$ cat config.mk
export PLATFORM = sky130hd
export DESIGN_NAME = bin_to_bcd_seq_flat
export DESIGN_NICKNAME = d
export VERILOG_FILES = /design/src/rtl/gol_display_pkg.sv /design/src/rtl/bin_to_bcd_seq_if.sv /design/src/rtl/bin_to_bcd_seq_add3.sv /design/src/rtl/bin_to_bcd_seq.sv /design/src/flat_wrapper.sv
export SDC_FILE = /design/constraint.sdc
export NUM_CORES = 1
export LEC_CHECK = 0
export BUFFER_PORTS_ARGS = -buffer_cell sky130_fd_sc_hd__clkbuf_2
export CORE_AREA = 10 10 68 84
export DETAILED_ROUTE_END_ITERATION = 10
export DIE_AREA = 0 0 78 94
export HOLD_SLACK_MARGIN = 0.05
export PLACE_DENSITY = 0.78
export RECOVER_POWER = 100
export SYNTH_ARGS = -nofsm -noshare
export SYNTH_HDL_FRONTEND = slang
export SYNTH_SLANG_ARGS = --single-unit
$ cat constraint.sdc
create_clock -name clock_100Mhz -period 2.8 [get_ports clock_100Mhz]
set_input_delay 0.42 -clock clock_100Mhz [delete_from_list [all_inputs] [get_ports clock_100Mhz]]
set_output_delay 0.42 -clock clock_100Mhz [all_outputs]
set_load 0.02 [all_outputs]
$ cat src/rtl/gol_display_pkg.sv
// Shared definitions for the Game of Life display path: converter FSM
// states, BCD nibble width, decimal range helper and the all-nines pattern.
package gol_display_pkg;

    typedef enum logic [1:0] {
        IDLE  = 2'd0,
        SHIFT = 2'd1,
        DONE  = 2'd2
    } state_t;

    localparam int NIB_W = 4;

    // Up to 16 digits of nines; users slice off the low NIB_W*DIGITS bits.
    localparam logic [63:0] ALL_NINES = {16{4'h9}};

    // Largest decimal value representable with the given number of digits.
    function automatic longint unsigned dec_max(input int digits);
        longint unsigned r;
        r = 1;
        for (int i = 0; i < digits; i++) begin
            r = r * 10;
        end
        return r - 1;
    endfunction

endpackage

$ cat src/rtl/bin_to_bcd_seq_if.sv
// Start/busy/done handshake and result bus of the binary-to-BCD converter.
// master = requester (drives start/bin_in), slave = the converter.
interface bin_to_bcd_seq_if #(
    parameter int BIN_W  = 14,
    parameter int DIGITS = 4
);
    logic                  start;
    logic [BIN_W-1:0]      bin_in;
    logic                  busy;
    logic                  done;
    logic [4*DIGITS-1:0]   bcd_out;
    logic                  overflow;

    modport master (
        output start, bin_in,
        input  busy, done, bcd_out, overflow
    );

    modport slave (
        input  start, bin_in,
        output busy, done, bcd_out, overflow
    );
endinterface

$ cat src/rtl/bin_to_bcd_seq_add3.sv
// Double-dabble correction: every BCD nibble that is 5 or more gets +3 so
// that the following left shift carries correctly into the next decade.
module bcd_add3_adjust
    import gol_display_pkg::*;
#(
    parameter int DIGITS = 4
) (
    input  logic [NIB_W*DIGITS-1:0] bcd_in,
    output logic [NIB_W*DIGITS-1:0] bcd_adj
);

    generate
        for (genvar gi = 0; gi < DIGITS; gi++) begin : g_nib
            // Per-nibble conditional add of 3
            assign bcd_adj[gi*NIB_W +: NIB_W] =
                (bcd_in[gi*NIB_W +: NIB_W] >= 4'd5) ?
                    bcd_in[gi*NIB_W +: NIB_W] + 4'd3 :
                    bcd_in[gi*NIB_W +: NIB_W];
        end
    endgenerate

endmodule

$ cat src/rtl/bin_to_bcd_seq.sv
// Sequential double-dabble binary-to-BCD converter, one bit per clock.
// Optional build macro BIN_TO_BCD_SATURATE_EN: out-of-range inputs produce
// all nines instead of bin_in mod 10^DIGITS.
module bin_to_bcd_seq
    import gol_display_pkg::*;
#(
    parameter int BIN_W  = 14,
    parameter int DIGITS = 4
) (
    input  logic               clock_100Mhz,
    input  logic               reset,
    bin_to_bcd_seq_if.slave    bus
);

    localparam int BCD_W = NIB_W * DIGITS;
    localparam int IT_W  = $clog2(BIN_W + 1);
    localparam logic [IT_W-1:0] LAST_ITER = IT_W'(BIN_W - 1);
    localparam longint unsigned DMAX = dec_max(DIGITS);
`ifdef BIN_TO_BCD_SATURATE_EN
    localparam logic [BCD_W-1:0] NINES = ALL_NINES[BCD_W-1:0];
`endif

    state_t            state_q, state_d;
    logic [BIN_W-1:0]  shift_q, shift_d;
    logic [BCD_W-1:0]  scratch_q, scratch_d;
    logic [IT_W-1:0]   iter_q, iter_d;
    logic              ovf_pend_q, ovf_pend_d;
    logic [BCD_W-1:0]  bcd_q, bcd_d;
    logic              ovf_q, ovf_d;

    logic [BCD_W-1:0]  scratch_adj;
    logic [BCD_W-1:0]  scratch_shifted;

    bcd_add3_adjust #(
        .DIGITS (DIGITS)
    ) u_add3 (
        .bcd_in  (scratch_q),
        .bcd_adj (scratch_adj)
    );

    // Top bit of the adjusted scratch falls off, giving bin_in mod 10^DIGITS.
    assign scratch_shifted = {scratch_adj[BCD_W-2:0], shift_q[BIN_W-1]};

    // Next-state and datapath: the result register is loaded on the final
    // shift so it becomes visible together with the done pulse.
    always_comb begin
        state_d    = state_q;
        shift_d    = shift_q;
        scratch_d  = scratch_q;
        iter_d     = iter_q;
        ovf_pend_d = ovf_pend_q;
        bcd_d      = bcd_q;
        ovf_d      = ovf_q;
        case (state_q)
            IDLE: begin
                if (bus.start) begin
                    shift_d    = bus.bin_in;
                    scratch_d  = '0;
                    iter_d     = '0;
                    ovf_pend_d = (64'(bus.bin_in) > DMAX);
                    state_d    = SHIFT;
                end
            end
            SHIFT: begin
                scratch_d = scratch_shifted;
                shift_d   = {shift_q[BIN_W-2:0], 1'b0};
                iter_d    = iter_q + 1'b1;
                if (iter_q == LAST_ITER) begin
                    state_d = DONE;
                    ovf_d   = ovf_pend_q;
`ifdef BIN_TO_BCD_SATURATE_EN
                    bcd_d   = ovf_pend_q ? NINES : scratch_shifted;
`else
                    bcd_d   = scratch_shifted;
`endif
                end
            end
            DONE: begin
                state_d = IDLE;
            end
            default: begin
                state_d = IDLE;
            end
        endcase
    end

    // State and datapath registers with synchronous reset
    always_ff @(posedge clock_100Mhz) begin
        if (reset) begin
            state_q    <= IDLE;
            shift_q    <= '0;
            scratch_q  <= '0;
            iter_q     <= '0;
            ovf_pend_q <= 1'b0;
            bcd_q      <= '0;
            ovf_q      <= 1'b0;
        end else begin
            state_q    <= state_d;
            shift_q    <= shift_d;
            scratch_q  <= scratch_d;
            iter_q     <= iter_d;
            ovf_pend_q <= ovf_pend_d;
            bcd_q      <= bcd_d;
            ovf_q      <= ovf_d;
        end
    end

    assign bus.busy     = (state_q == SHIFT);
    assign bus.done     = (state_q == DONE);
    assign bus.bcd_out  = bcd_q;
    assign bus.overflow = ovf_q;

endmodule

$ cat src/flat_wrapper.sv
// flat-port wrapper written by rule: the top's interface ports become plain ports
module bin_to_bcd_seq_flat import gol_display_pkg::*;
#(
    parameter int BIN_W  = 14,
    parameter int DIGITS = 4
)
  (clock_100Mhz, reset, bus_start, bus_bin_in, bus_busy, bus_done, bus_bcd_out, bus_overflow);
  bin_to_bcd_seq_if #(.BIN_W(BIN_W), .DIGITS(DIGITS)) bus_i ();
  input  logic clock_100Mhz;
  input  logic reset;
  input wire logic [$bits(bus_i.start)-1:0] bus_start;
  input wire logic [$bits(bus_i.bin_in)-1:0] bus_bin_in;
  output wire logic [$bits(bus_i.busy)-1:0] bus_busy;
  output wire logic [$bits(bus_i.done)-1:0] bus_done;
  output wire logic [$bits(bus_i.bcd_out)-1:0] bus_bcd_out;
  output wire logic [$bits(bus_i.overflow)-1:0] bus_overflow;
  assign bus_i.start = bus_start;
  assign bus_i.bin_in = bus_bin_in;
  assign bus_busy = bus_i.busy;
  assign bus_done = bus_i.done;
  assign bus_bcd_out = bus_i.bcd_out;
  assign bus_overflow = bus_i.overflow;
  bin_to_bcd_seq #(.BIN_W(BIN_W), .DIGITS(DIGITS)) u_core (.clock_100Mhz(clock_100Mhz), .reset(reset), .bus(bus_i));
endmodule
==> results of run 1 <==
-- metal layers --
layer / track usage [%] / wire length [um] / share of wire, %
met4: 6.29 / 79 / 1.5
met3: 4.89 / 309 / 6.0
met5: 0 / 0 / 0
met1: 16.5 / 2370 / 46
met2: 23.9 / 2430 / 47
-- per-stage QoR --
| step | cell area, um2 | setup WS [ns] | std cells | util (%) | power (mW) |
|---|---|---|---|---|---|
| 6_report | 2640 | 0.622 | 352 | 65.0 | 1.43 |
| 5_1_grt | 2640 | 0.338 | 352 | 65.0 | 1.49 |
| 4_1_cts | 2680 | 0.606 | 352 | 65.9 | 1.45 |
| 3_5_place_dp | 2570 | 0.779 | 345 | 63.1 | 0.927 |
| 3_3_place_gp | 2570 | 0.849 | 345 | 63.1 | 0.924 |
| 2_1_floorplan | 2390 | 1.35 | 268 | - | 0.896 |
-- cells in the mapped netlist, types with 6 or more instances --
| library cell | number |
|---|---|
| a211oi_1 | 6 |
| a21oi_1 | 30 |
| a22oi_1 | 11 |
| buf_2 | 6 |
| clkbuf_1 | 7 |
| dfxtp_1 | 54 |
| ha_1 | 10 |
| inv_1 | 10 |
| nand2_1 | 18 |
| nand2b_1 | 14 |
| nand3_1 | 8 |
| nor2_1 | 25 |
| nor3b_1 | 6 |
| o21ai_0 | 9 |
| o22ai_1 | 8 |
| o2bb2ai_1 | 11 |
-- critical path: cells and delay by family (launching register included) --
kind	cells	cell delay, ns
buffers and inverters	1	0.31
flip-flops	1	0.37
AND/OR/NAND/NOR	2	1.06
AO/OA/AOI/OAI	2	0.35
-- final cells by class --
class                           count  area (um2)
Fill cell                         377        1430
Multi-Input combinational cell    186        1170
Sequential cell                    54        1080
Timing Repair Buffer               38         169
Clock buffer                        6        82.6
Tap cell                           56        70.1
Inverter                           11        41.3
Clock inverter                      1        30.0
-- path summary, 6_finish.rpt --
path	end	slack, ns	depth (start not counted)
setup / recovery	u_core.scratch_q[3]	0.62	5
setup reg to reg	u_core.scratch_q[3]	0.62	5
hold reg to reg	u_core.shift_q[12]	0.46	2
hold / removal	u_core.shift_q[0]	0.34	3
-- flip-flops by register name (all words and copies together), names as in the netlist --
signal and cells:
u_core.bus.bcd_out 16, u_core.bus.overflow 1, u_core.iter_q 4, u_core.ovf_pend_q 1, u_core.scratch_q 16, u_core.shift_q 14, u_core.state_q 2
-- cells by family after synthesis --
logic type      Yosys count  synth area share [%]
mux                       7                  3.20
fa+ha+maj                10                  5.24
simple gates             88                  19.1
flops                    54                  45.3
xor+xnor                  4                  1.47
buf+inv                  28                  5.35
compound gates           77                  20.3
-- power by group through the flow --
stage          sequential (mW)  clock (mW)  combinational (mW)
2_1_floorplan            0.814           0              0.0824
5_1_grt                  0.803       0.569               0.119
4_1_cts                  0.799       0.541               0.110
3_3_place_gp             0.816           0               0.108
3_5_place_dp             0.817           0               0.110
6_report                 0.799       0.525               0.107
==> reports/metrics.csv, run 1 <==
stage;metric;value;unit
grt;gr ovfl total;0;
detailed_routing;WL final;5.19;mm
setup_path;Worst Path Required;3.02;ns
placed_design;routability cong.;0.829;
detailed_routing;via count;1984;
sta;TNS Setup;0;ns
layout;nets@finish;323;
grt;initial antenna violation count;0;
grt;largest net degree at the start of global routing;29;
floorplan;Die Area;7330;um2
power;Switching Share;22.4;%
synth;biggest area consumer among synthesized cells;dfxtp_1;
floorplan;DIE HEIGHT;94;um
sta;minimum clock period;2.18;ns
sta;RSZ-0062 raised after global routing;false;
setup_path;Data arrival, critical path;2.40;ns
clock_network;Clock Root Buffer;clkbuf_8;
setup_path;R2R Path Start;u_core.state_q[1];
setup_path;CP max stage delay;0.58;ns
synth;Cells after Synth;268;
setup_path;Startpoint Class;flop;
job;# Max-Cap Violations;0;
clock_network;setup repair bufs after CTS;0;
power;PD cells;542;nW/um2
synth;yosys warns;0;
min_path;hold_sp;bus_bin_in[0];
setup_path;critical path class;flop to flop;
detailed_routing;TritonRoute pass-1 iters;4;
synth;synth top area cells;dfxtp_1 (45%), a21oi_1 (6.3%), ha_1 (5.2%);
clock_network;clock slew at reported path FFs;0.09;ns
layout;commonest non-fill, non-tap cell in the layout;dfxtp_1;
sta;period utilization;77.8;%
sta;Final Skew;0.0103;ns
placed_design;hpwl dp;3.65;mm
clock_network;TritonCTS clock tree;done;
grt;gr usage total;14.4;%
placed_design;port bufs;35;
sta;fin. max-slew vios;0;
floorplan;initial core utilization;58.7;%
floorplan;# IOs;36;
clock_network;Max clock buf depth;2;
synth;mapped cell area;2390;um2
detailed_routing;DR vias/cell;5.64;
detailed_routing;Routed Antenna Nets;0;
sta;Rel. slew slack;22.9;%
power;Clock power frac;36.7;%
floorplan;die width;78;um
sta;Hold Slack;0.340;ns
synth;most used flip-flop cell after synthesis;dfxtp_1;
layout;most frequent cells in the layout;dfxtp_1 (54), a21oi_1 (30), nor2_1 (25);
floorplan;Cell Rows;26;
power;P_leak;0.922;nW
clock_network;clk_lat worst skew;0.31;ns
setup_path;slowest library cell on the worst path;nor2_2;
synth;post-synthesis async set-or-reset flop share;0;%
layout;n_diodes;0;
setup_path;worst setup path start;u_core.state_q[1];
power;cell internal pwr;1.11;mW
synth;post-synthesis register bit count;54;
min_path;HP Class;input port to flop;
power;Logic pwr share;7.5;%
synth;Syn Nets;295;
synth;post-synthesis cell type count;33;
power;Peak VDD IR;0.338;mV
setup_path;crit end category;flop;
power;sequential power share;55.9;%
detailed_routing;DRC marker count from the first detailed-route iteration;95;
layout;share of layout cells above drive strength 1;11.1;%
detailed_routing;DRC viols;0;
clock_network;CTS H-tree lvls;2;
layout;Synth-to-Final Area Change;10.7;%
synth;syn_area_per_cell;8.90;um2
sta;Slew @ Worst Pin;1.16;ns
grt;first-pass GRT wire length;8.73;mm
floorplan;Core Area;4070;um2
grt;vias in the first global route;1955;
detailed_routing;routed length per placed instance;14.7;um
status;outcome;finished clean;
power;NetSw;0.321;mW
setup_path;crit-path cells;nand2b_1 -> inv_2 -> nor2_2 -> o21ai_0 -> a21oi_1;
clock_network;# clock sinks;54;
sta;final setup vio count;0;
sta;endpoints failing hold;0;
synth;sequential area share after synthesis;45.3;%
clock_network;CTS buffer count;5;
clock_network;hold_buf cts;0;
setup_path;worst-path fanout max;22;
synth;Post-synth EDFFs;0;
clock_network;CTS resizes;0;
synth;Synth top area share;45.3;%
sta;maximum clock rate;459;MHz
(Power assumes the default switching activity.)
==> run 2: changes to the inputs <==
Settings changed: CORE_AREA 10 10 68 84 to 10 10 73 91, DIE_AREA 0 0 78 94 to 0 0 83 101, PLACE_DENSITY 0.78 to 0.69.
Clock period 2.8 ns to 2 ns, I/O delays scaled along.
==> run 2 against run 1 <==
Net effect: clock-buffer cell count increased by 1; non-clock buffer count increased by 3; die area increased by 14%; register-to-register slack got worse by 0.44 ns; critical path depth decreased by 1; via count increased by 1.2%; global-route usage decreased by 2.0 points; sequential share of layout area decreased by 0.37 points; power increased by 33%; critical endpoint is now bus_busy; worst setup slack got worse by 0.51 ns; utilization decreased by 11 points; combinational power increased by 50%.
==> reports/metrics.csv, run 2 (synthesized netlist as in run 1, its figures left out) <==
stage;metric;value;unit;change
setup_path;worst-path fanout max;15;;was 22
sta;Rel. slew slack;46.5;%;was 22.9%
layout;nets@finish;326;;was 323
power;PD cells;713;nW/um2;was 542 nW/um2
clock_network;Clock Root Buffer;clkbuf_8;;unchanged
sta;fin. max-slew vios;0;;unchanged
setup_path;slowest library cell on the worst path;dfxtp_1;;was nor2_2
grt;first-pass GRT wire length;8.95;mm;was 8.73 mm
setup_path;WP buf/inv;3;;was 1
floorplan;DIE HEIGHT;101;um;was 94 um
placed_design;port bufs;35;;unchanged
grt;vias in the first global route;1949;;was 1955
setup_path;Worst Path Required;1.70;ns;was 3.02 ns
layout;FILL cells;499;;was 377
grt;largest net degree at the start of global routing;25;;was 29
layout;commonest non-fill, non-tap cell in the layout;dfxtp_1;;unchanged
detailed_routing;routed length per placed instance;14.6;um;was 14.7 um
grt;gr usage total;12.4;%;was 14.4%
detailed_routing;DRC marker count from the first detailed-route iteration;136;;was 95
setup_path;crit end category;output pin;;was flop
floorplan;Cell Rows;29;;was 26
setup_path;critical path class;flop to output pin;;was flop to flop
layout;Finished Core Util;54.0;%;was 65.0%
min_path;HP Class;input port to flop;;unchanged
status;outcome;finished clean;;unchanged
setup_path;Data arrival, critical path;1.59;ns;was 2.40 ns
placed_design;hpwl dp;3.82;mm;was 3.65 mm
sta;RSZ-0062 raised after global routing;false;;unchanged
detailed_routing;DRC viols;0;;unchanged
detailed_routing;Routed Antenna Nets;0;;unchanged
clock_network;clock slew at reported path FFs;0.09;ns;about the same
setup_path;CP top delay family;buffers and inverters;;was simple AND/OR/NAND/NOR gates
floorplan;die width;83;um;was 78 um
clock_network;TritonCTS clock tree;done;;unchanged
layout;n_diodes;0;;unchanged
clock_network;Max clock buf depth;2;;unchanged
clock_network;CTS buffer count;5;;unchanged
sta;TNS Setup;0;ns;unchanged
sta;Final Skew;0.00434;ns;was 0.0103 ns
floorplan;Die Area;8380;um2;was 7330 um2
detailed_routing;WL final;5.28;mm;was 5.19 mm
clock_network;CTS H-tree lvls;2;;unchanged
power;Peak VDD IR;0.457;mV;was 0.338 mV
detailed_routing;DR vias/cell;5.55;;was 5.64
setup_path;crit-path cells;nand2b_1 -> inv_4 -> buf_4 -> clkbuf_2;;was nand2b_1 -> inv_2 -> nor2_2 -> o21ai_0 -> a21oi_1
placed_design;routability cong.;0.752;;was 0.829
power;P_leak;0.934;nW;was 0.922 nW
setup_path;Startpoint Class;flop;;unchanged
clock_network;# clock sinks;54;;unchanged
layout;share of layout cells above drive strength 1;12.7;%;was 11.1%
floorplan;initial core utilization;48.4;%;was 58.7%
detailed_routing;via count;2008;;was 1984
detailed_routing;TritonRoute pass-1 iters;6;;was 4
sta;minimum clock period;1.89;ns;
grt;gr ovfl total;0;;unchanged
layout;most frequent cells in the layout;dfxtp_1 (54), a21oi_1 (30), nor2_1 (25);;unchanged
job;# Max-Cap Violations;0;;unchanged
sta;Slew @ Worst Pin;0.800;ns;was 1.16 ns
clock_network;clk_lat worst skew;0.30;ns;was 0.31 ns
grt;initial antenna violation count;0;;unchanged
setup_path;CP max stage delay;0.35;ns;was 0.58 ns
floorplan;Core Area;4930;um2;was 4070 um2
layout;Synth-to-Final Area Change;11.7;%;was 10.7%
sta;final setup vio count;0;;unchanged
floorplan;# IOs;36;;unchanged
sta;maximum clock rate;530;MHz;
sta;endpoints failing hold;0;;unchanged
sta;period utilization;94.3;%;
-- run 2: changes by cell type in the layout (fill, tap and decap cells not counted), sizes merged --
cell    before  now
clkbuf      42   43
bufinv       1    0
clkinv       0    1
buf          2    5
-- run 2: timing repair --
action,in CTS,in global routing
resized for setup,0,1
hold endpoints to repair,0,0
setup buffers,0,0
setup endpoints to repair,0,1
hold buffers,0,0
-- run 2: cell type report --
cell class                      count  area, um2  area share (%)
Inverter                           11       43.8            1.64
Multi-Input combinational cell    186       1180            44.2
Tap cell                           62       77.6            2.91
Clock buffer                        7       86.3            3.24
Clock inverter                      1       5.00           0.188
Sequential cell                    54       1080            40.6
Timing Repair Buffer               41        194            7.28
-- run 2: path summary, 6_finish.rpt --
check / from / to / slack [ns] / depth (start not counted)
worst max register to register: u_core.state_q[1] / u_core.scratch_q[4] / 0.18 / 4
worst min-delay path: bus_bin_in[0] / u_core.shift_q[0] / 0.21 / 3
worst max-delay path: u_core.state_q[1] / bus_busy / 0.11 / 4
worst min register to register: u_core.shift_q[11] / u_core.shift_q[11] / 0.46 / 2
-- run 2: report_power, final --
group / internal [mW] / leakage [nW] / switching, mW / total (mW)
clock: 0.280 / 0.0482 / 0.339 / 0.619
combinational: 0.0579 / 0.448 / 0.104 / 0.161
sequential: 1.10 / 0.438 / 0.0170 / 1.12
-- run 2: metal layers --
layer	vias up	GRT usage, %	share of wire, %
li1	1014	-	-
met1	935	14.7	47
met2	54	20.9	46
met3	5	4.21	5.6
met4	0	3.15	0.98
met5	-	0	0
-- run 2: worst register-to-register path, delay by kind of cell, from the launching register on --
kind / cells / cell delay (ns)
and+or+nand+nor: 3 / 1.17
DFF: 1 / 0.38
AOI/OAI and AO/OA: 1 / 0.19
-- run 2: metrics by stage --
stage / instance area [um2] / power, mW / worst slack (ns) / instances / hold slack, ns
floorplan: 2390 / 1.25 / 0.551 / 268 / 0.432
global placement: 2600 / 1.30 / 0.309 / 354 / 0.443
detailed placement: 2600 / 1.30 / 0.247 / 354 / 0.450
CTS: 2690 / 1.92 / 0.0797 / 362 / 0.205
global route: 2670 / 1.98 / 0.00177 / 362 / 0.215
finish: 2670 / 1.90 / 0.114 / 362 / 0.214
